<file path="src/rtl/ped_phase_scheduler.sv">
// Pedestrian crossing phase scheduler for a 4-way intersection: latches button
// requests, grants them round-robin, and runs WALK then all-stop CLEAR per phase.
module ped_phase_scheduler #(
  parameter int WALK_TIME  = 20,
  parameter int CLEAR_TIME = 3
) (
  input  logic       CLK_1Hz,
  input  logic       RST,
  input  logic [3:0] Ped_req,
  input  logic       Light_out_time,
  output logic [1:0] Signal_pos,
  output logic [4:0] Ped_signal_time,
  output logic [3:0] Ped_ack,
  output logic       Ped_busy,
  output logic [3:0] Pend_out
);

  typedef enum logic [1:0] {
    IDLE  = 2'd0,
    WALK  = 2'd1,
    CLEAR = 2'd2
  } state_t;

  state_t     r_state, w_nextState;
  logic [1:0] r_signalPos, w_nextSignalPos;
  logic [4:0] r_time, w_nextTime;
  logic [3:0] r_ack, w_nextAck;
  logic       r_busy, w_nextBusy;
  logic [3:0] r_pending, w_nextPending;
  logic [1:0] r_lastGrant, w_nextLastGrant;
  logic [3:0] r_clrCnt, w_nextClrCnt;

  logic [1:0] w_grant;
  logic       w_grantValid;
  logic [3:0] w_activeMask;

  // Round-robin search starting just after the previously granted direction.
  always_comb begin
    w_grant      = 2'd0;
    w_grantValid = 1'b0;
    for (int k = 1; k <= 4; k++) begin
      if (!w_grantValid && r_pending[r_lastGrant + 2'(k)]) begin
        w_grant      = r_lastGrant + 2'(k);
        w_grantValid = 1'b1;
      end
    end
  end

  assign w_activeMask = (r_state != IDLE) ? (4'b0001 << r_signalPos) : 4'b0000;

  always_comb begin
    w_nextState     = r_state;
    w_nextSignalPos = r_signalPos;
    w_nextTime      = r_time;
    w_nextAck       = 4'b0000;
    w_nextBusy      = r_busy;
    w_nextPending   = r_pending;
    w_nextLastGrant = r_lastGrant;
    w_nextClrCnt    = r_clrCnt;

    if (Light_out_time) begin
      w_nextState   = IDLE;
      w_nextTime    = 5'd0;
      w_nextBusy    = 1'b0;
      w_nextPending = 4'b0000;
    end else begin
      w_nextPending = r_pending | (Ped_req & ~w_activeMask);
      case (r_state)
        IDLE: begin
          w_nextTime = 5'd0;
          if (w_grantValid) begin
            w_nextState              = WALK;
            w_nextSignalPos          = w_grant;
            w_nextTime               = 5'(WALK_TIME);
            w_nextLastGrant          = w_grant;
            w_nextPending[w_grant]   = 1'b0;
            w_nextAck                = 4'b0001 << w_grant;
            w_nextBusy               = 1'b1;
          end
        end
        WALK: begin
          if (r_time > 5'd1) begin
            w_nextTime = r_time - 5'd1;
          end else begin
            w_nextTime   = 5'd0;
            w_nextState  = CLEAR;
            w_nextClrCnt = 4'(CLEAR_TIME);
          end
        end
        CLEAR: begin
          w_nextTime = 5'd0;
          if (r_clrCnt <= 4'd1) begin
            w_nextState  = IDLE;
            w_nextBusy   = 1'b0;
            w_nextClrCnt = 4'd0;
          end else begin
            w_nextClrCnt = r_clrCnt - 4'd1;
          end
        end
        default: begin
          w_nextState = IDLE;
          w_nextTime  = 5'd0;
          w_nextBusy  = 1'b0;
        end
      endcase
    end
  end

  always_ff @(posedge CLK_1Hz or posedge RST) begin
    if (RST) begin
      r_state     <= IDLE;
      r_signalPos <= 2'd0;
      r_time      <= 5'd0;
      r_ack       <= 4'b0000;
      r_busy      <= 1'b0;
      r_pending   <= 4'b0000;
      r_lastGrant <= 2'd3;
      r_clrCnt    <= 4'd0;
    end else begin
      r_state     <= w_nextState;
      r_signalPos <= w_nextSignalPos;
      r_time      <= w_nextTime;
      r_ack       <= w_nextAck;
      r_busy      <= w_nextBusy;
      r_pending   <= w_nextPending;
      r_lastGrant <= w_nextLastGrant;
      r_clrCnt    <= w_nextClrCnt;
    end
  end

  assign Signal_pos      = r_signalPos;
  assign Ped_signal_time = r_time;
  assign Ped_ack         = r_ack;
  assign Ped_busy        = r_busy;
  assign Pend_out        = r_pending;

endmodule

</file>
<file path="config.mk">
export PLATFORM = sky130hd
export DESIGN_NAME = ped_phase_scheduler
export DESIGN_NICKNAME = d
export VERILOG_FILES = /design/src/rtl/ped_phase_scheduler.sv
export SDC_FILE = /design/constraint.sdc
export NUM_CORES = 1
export LEC_CHECK = 0
export CAP_MARGIN = 40
export CORE_MARGIN = 2
export CORE_UTILIZATION = 50
export DETAILED_ROUTE_END_ITERATION = 10
export PLACE_DENSITY = 0.83
export SYNTH_ARGS = -nofsm -noshare
export SYNTH_HDL_FRONTEND = slang
export SYNTH_SLANG_ARGS = --single-unit
</file>
<file path="constraint.sdc">
create_clock -name CLK_1Hz -period 2.59 [get_ports CLK_1Hz]
set_input_delay 0.518 -clock CLK_1Hz [delete_from_list [all_inputs] [get_ports CLK_1Hz]]
set_output_delay 0.518 -clock CLK_1Hz [all_outputs]
set_load 0.01 [all_outputs]
</file>
======== Yosys cells after proc, flatten, opt, wreduce, memory -nomap -nowiden ========
Index checks and enable logic that the tools add are counted.
Widths: inputs -> output; s select.
storage, ports and cells
  bits in registers ....................... 24
  bits of input ports ..................... 7
  output and inout port bits .............. 16
  logic and storage cells ................. 91
cells by class
  add/subtract/negate cells ............... 5
  order comparisons ....................... 8
  eq/ne operators ......................... 7
  shift operators ......................... 2
  multiplexer cells ....................... 41
  bitwise logic cells ..................... 6
  reductions and logical operators ........ 14
operator list
  operator             number
  $mux 4               9
  $mux 2               8
  $lt 2x3->1 const B   5
  $mux 5               3
  $mux 1               12
  $reduce_and 3->1     4
  $pmux 5 s2           1
  $ne 3x3->1 const B   3
  $and 4x4->4          2
  $bmux 1 s2           4
  $not 4->4            2
  $pmux 4 s2           1
  $shl 1x2->4 const A  2
  $pmux 2 s3           1
  $gt 5x1->1 const B   1
  $sub 5x1->5 const B  1
  $add 2x2->2 const B  2
  $le 4x1->1 const B   1
  $logic_and 1x1->1    4
  $ne 2x2->1 const B   2
  $or 4x4->4           1
  $reduce_bool 2->1    2
  $sub 4x1->4 const B  1
  $logic_not 1->1      3
  8 further kinds      8

======== Logic depth before layout (Yosys ltp) ========
Gate-level depths: netlist of the first run.
  depth in word-level cells ............... 22
  mapped depth ............................ 6
  depth with buffers taken out ............ 6

======== Worst setup path before layout of the first run ========
No wires, ideal clock.
  path type ............................... reg-to-reg
  start ................................... register r_clrCnt[0]
  end ..................................... register r_clrCnt[0]
  setup time .............................. 90 ps
  data arrival time ....................... 1394 ps
  required time ........................... 2500 ps
  slack ................................... 1106 ps
  cell stages (with the launch flop) ...... 7
  path buffers ............................ 0
  period minus slack after synthesis ...... 1484 ps
  path through ............................ dfrtp_1 inv_1 ha_1 or2_2 a21oi_1 nand2b_1 o221ai_1
between the ends
  word-level cells in the longest chain between the ends .. 3
  elaborated cells between the ends (all ways) .. 4
  those cells by class .................... add/sub: 1; order compare: 1; mux: 2
ends and longest elaborated chain
  what                                              line    text
  start: declaration                                31      logic [3:0] r_clrCnt, w_nextClrCnt;
  start signal: assignment                          127     r_clrCnt <= w_nextClrCnt;
  $sub 4x1->4 / $le 4x1->1 (equally long branches)  97, 92
  $mux 4 *                                          92      if (r_clrCnt <= 4'd1) begin
  $pmux 4 s2 *                                      68      case (r_state)
Every way passes the cells marked *; elsewhere a longest branch is shown, timed or not.
A chain may end at the register's enable or synchronous reset.

======== Final worst setup path of the first run ========
  start ................................... register r_pending[3], in the netlist Pend_out[3]
  end ..................................... output port Pend_out[3]
RTL lines
  what                      line  text
  start: declaration        29    logic [3:0] r_pending, w_nextPending;
  start signal: assignment  125   r_pending <= w_nextPending;
  end: declaration          15    output logic [3:0] Pend_out
No word-level cell between the ends.

==> results of run 1 <==
worst paths after layout:
| kind | start | end | slack, ns | cells after the start |
|---|---|---|---|---|
| worst min-delay path | RST | r_clrCnt[2]$_DFFE_PP0P_ | 0.53 | 3 |
| max in group asynchronous | RST | r_lastGrant[1]$_DFFE_PP1P_ | 1.77 | 3 |
| min in group CLK_1Hz | r_lastGrant[0]$_DFFE_PP1P_ | r_lastGrant[0]$_DFFE_PP1P_ | 0.54 | 2 |
| worst max register to register | r_clrCnt[0]$_DFFE_PP0P_ | r_clrCnt[0]$_DFFE_PP0P_ | 0.90 | 6 |
| worst max-delay path | Pend_out[3]$_DFF_PP0_ | Pend_out[3] | 0.69 | 1 |
| worst min register to register | r_lastGrant[0]$_DFFE_PP1P_ | r_lastGrant[0]$_DFFE_PP1P_ | 0.54 | 2 |
cell type report:
type	count	share of cell area
inverters	9	0.0215
flip-flops and latches	24	0.384
repair buffers	24	0.150
well taps	30	0.0239
clock buffers	4	0.0231
multi-input cells	98	0.398
registers in the layout, indices dropped and copies added, names as in the netlist:
name,cells
Pend_out,4
Ped_ack,4
r_state,2
r_clrCnt,4
Ped_signal_time,5
Ped_busy,1
Signal_pos,2
r_lastGrant,2
cell families after synthesis:
group,count (synthesis),share of synthesized area
adder cells (fa/ha/maj),4,0.0390
AO/OA/AOI/OAI,38,0.195
multiplexers,1,0.00780
AND/OR/NAND/NOR,52,0.225
buffers and inverters,14,0.0429
flip-flops,24,0.470
XOR/XNOR,3,0.0205
metrics by stage:
step           hold slack (ns)  cell area (um2)  std cells  total power [mW]
2_1_floorplan            0.486             1280        136              1.29
3_3_place_gp             0.507             1540        185              1.59
3_5_place_dp             0.517             1540        185              1.62
4_1_cts                  0.539             1570        189              1.82
5_1_grt                  0.567             1570        189              1.97
6_report                 0.534             1570        189              1.81
power breakdown:
part / internal, mW / leakage [nW] / switching, mW
Clock: 0.0859 / 0.0210 / 0.109
Combinational: 0.436 / 0.335 / 0.475
Sequential: 0.519 / 0.303 / 0.184
routing by layer:
layer	share of wire	wire length [um]
met2	0.46	1200
met5	0	0
met3	0.040	104
met4	0.0081	21
met1	0.49	1270
layout by cell type, fill, tap and decap left out, drive strengths merged, types with 2 or more instances in the layout:
cell,count
o221ai,2
buf,2
a211oi,4
inv,9
or3,2
nor3b,3
dfrtp,22
nor2,13
dfstp,2
nand2,6
clkdlybuf4s50,22
a311oi,2
ha,4
xor2,2
o21ai,8
clkbuf,4
a31oi,4
nand3,2
nor3,8
a21oi,12
or2,3
nor4,4
nand2b,7
a21boi,2
==> impl_metrics.toml, run 1 <==
[logic_synthesis]
syn_inst = 136
synth.cells.most_frequent = "dfrtp_1 (22), nor2_1 (13), a21oi_1 (12)"
synthesis.nets = 147
ys_async_sr_fraction = 1.00
ys.flop_type = "dfrtp_1"
ys_top_cells_by_area = "dfrtp_1 (43%), a21oi_1 (4.7%), dfstp_2 (4.1%)"
synth_cell_types = 36
yosysTopAreaCellShare = 0.429
ys_warn_count = 0
synth_seq_cells = 24
synth_area_um2 = 1280
syn_avg_cell_area_um2 = 9.44
ys_seq_area_frac = 0.470
synth_area_leader_cell = "dfrtp_1"
synth.most_common_cell = "dfrtp_1"
synth_edf_count = 0

[global_routing]
grtUsageMet2 = 0.290
grt_util_met1 = 0.294
use_met3 = 0.0273
grt_usage = 0.194
antenna_found_initial = 0
grt-busiest-layer = "met1"
grt_pass1_vias = 914
grt_pass1_wl_um = 4170
gr-total-overflow = 0
grt_max_degree = 25

[setup_path]
slowest_delay_ns = 0.58
crit_chain = "clkdlybuf4s50_1"
critPathTopFamily = "buffers and inverters"
worstPathRequired_ns = 2.07
startpoint_type = "flip-flop"
path_class = "reg -> out"
crit_buf_inv = 1
endpoint_kind = "output port"
path_max_fanout = 7
cp.arrival_ns = 1.38
cp_slowest_cell = "clkdlybuf4s50_1"

[clock_network]
hold_buffers = 0
cts_resized = 0
cts_tree = "yes"
path_clk_slew_ns = 0.13
numCtsBuffers = 3
cts-root-buf = "clkbuf_4"
cts_sinks = 24
clockBufferDepth = 2
h-tree-depth = 1
cts_setup_buffers = 0
clk_latency_ns = 0.31

[drt]
drt_iter0_drc = 21
wl_um = 2600
vias = 1047
dr.pass1.iters = 4
drc = 0
routed_via_density = 5.54
antenna_left = 0
post_drt_wl_per_cell_um = 13.7

[floorplan]
num_io_pins = 23
core_region_area_um2 = 2450
die_h_um = 54.7
rows = 18
start_util = 0.523
die_w_um = 54.7
die-area_um2 = 2990

[timing]
rsz0062_at_grt = "false"
max_slew_margin = 0.602
setup_viol = 0
tightest_slew_ns = 0.592
tns_ns = 0
fin_ws_ns = 0.687
fmax_ghz = 0.526
period_needed_ns = 1.90
clock_skew_ns = 0.00680
drv_slew = 0
finalHoldViolCount = 0
fin_crit_sh = 0.735

[final_layout]
fin_nets = 171
regArea_um2 = 603
multi_input_area_um2 = 626
fillCellCount = 202
drive_gt1_frac = 0.0943
synthToLayoutAreaGrowth_pct = 22.4
diodes = 0
postLayoutCoreUtil = 0.640

[place]
dp_hpwl_um = 1960
io_buffer_count = 22
post-place-ws_ns = 0.731
gp_congestion = 0.773

[power]
p_leak_nw = 0.660
ir_drop_uv = 795
power_density_nw_per_um2 = 1150

[min_path]
hold_class = "in -> async"

[outcome]
outcome = "completed"

[job]
drv_cap = 0
Power figures use the tool's default switching activity.
==> run 2, diff against run 1 <==
clock period = 1.95 ns   (was 2.59 ns; I/O delays follow)
==> impl_metrics.toml, run 2 (synthesis results as in run 1) <==
[outcome]
outcome = "completed"

[clock_network]
cts-root-buf = "clkbuf_4"
cts_resized = 0
h-tree-depth = 1
path_clk_slew_ns = 0.14
cts_tree = "yes"
clk_latency_ns = 0.32
cts_sinks = 24
cts_setup_buffers = 0
hold_buffers = 0
clockBufferDepth = 2
numCtsBuffers = 3

[drt]
dr.pass1.iters = 4
wl_um = 2890
vias = 1130
drt_iter0_drc = 32
drc = 0
routed_via_density = 5.89
post_drt_wl_per_cell_um = 15.1
antenna_left = 0

[place]
dpl_cell_area_um2 = 1560
io_buffer_count = 22
dp_hpwl_um = 2180
gp_congestion = 0.762

[final_layout]
diodes = 0
finalInstanceArea_um2 = 1610
synthToLayoutAreaGrowth_pct = 25.4
drive_gt1_frac = 0.111
fin_nets = 174
largest_reg_flops = 5
postLayoutCoreUtil = 0.656
final_cell_mix = "dfrtp_1 (22), clkdlybuf4s50_1 (22), nor2_1 (13)"

[timing]
finalHoldViolCount = 0
max_slew_margin = 0.618
clock_skew_ns = 0.0161
drv_slew = 0
tightest_slew_ns = 0.567
fmax_ghz = 0.559
rsz0062_at_grt = "false"
fin_crit_sh = 0.917
setup_viol = 0
period_needed_ns = 1.79
tns_ns = 0

[floorplan]
rows = 18
die-area_um2 = 2990
die_w_um = 54.7
die_h_um = 54.7
core_region_area_um2 = 2450
num_io_pins = 23
start_util = 0.523

[setup_path]
worstPathRequired_ns = 1.56
slowest_delay_ns = 0.59
endpoint_kind = "output port"
cp_slowest_cell = "clkdlybuf4s50_1"
crit_chain = "clkdlybuf4s50_1"
cp.arrival_ns = 1.40
critPathTopFamily = "buffers and inverters"
crit_buf_inv = 1
reg2regPathDepth = 6
path_class = "reg -> out"
path_depth = 1
path_max_fanout = 7
startpoint_type = "flip-flop"

[global_routing]
grt_pass1_vias = 997
grt_usage = 0.214
gr-total-overflow = 0
antenna_found_initial = 0
grt_pass1_wl_um = 4540
grt_max_degree = 25

[power]
power_density_nw_per_um2 = 1590
power.share.combinational = 0.503
switching_share = 0.416
fin_total_pwr_mw = 2.56
p_sw_mw = 1.07
ir_drop_uv = 1100
p_leak_nw = 0.682
clkPwrFrac = 0.140
p_seq_frac = 0.357
internal_power_mw = 1.50

[job]
drv_cap = 0

[min_path]
hold_class = "in -> async"
## run 2: cell type report
type | count | area (um2)
multi-input cells | 98 | 626
flip-flops and latches | 24 | 603
clock inverters | 1 | 30.0
fillers | 201 | 845
clock buffers | 3 | 22.5
repair buffers | 27 | 258
well taps | 30 | 37.5
inverters | 9 | 33.8
## run 2: final timing paths
kind,from,to,slack [ns]
worst max register to register,r_clrCnt[0]$_DFFE_PP0P_,r_clrCnt[1]$_DFFE_PP0P_,0.24
worst min-delay path,RST,Ped_ack[2]$_DFF_PP0_,0.40
worst min register to register,r_lastGrant[0]$_DFFE_PP1P_,r_lastGrant[0]$_DFFE_PP1P_,0.54
min in group CLK_1Hz,r_lastGrant[0]$_DFFE_PP1P_,r_lastGrant[0]$_DFFE_PP1P_,0.54
worst max-delay path,Pend_out[3]$_DFF_PP0_,Pend_out[3],0.16
max in group asynchronous,RST,r_lastGrant[1]$_DFFE_PP1P_,1.27
## run 2: layer usage
metal,GRT usage,vias up,part of all wire
met1,0.274,543,0.42
met5,0,-,0
met4,0.0750,0,0.0080
met2,0.363,43,0.52
li1,-,540,-
met3,0.0355,4,0.050
## run 2: power groups by stage
stage / Clock (mW) / Combinational (mW) / Sequential, mW
after floorplan: 0 / 0.806 / 0.914
after global placement: 0 / 1.23 / 0.906
after detailed placement: 0 / 1.28 / 0.926
after CTS: 0.365 / 1.29 / 0.916
after global routing: 0.390 / 1.44 / 0.947
final: 0.359 / 1.29 / 0.917
## run 2: metrics by stage
stage,instances,setup WS [ns],hold slack [ns]
after floorplan,136,0.466,0.403
after global placement,188,0.212,0.507
after detailed placement,188,0.138,0.517
after CTS,192,0.141,0.416
after global routing,192,0.0998,0.442
final,192,0.161,0.401
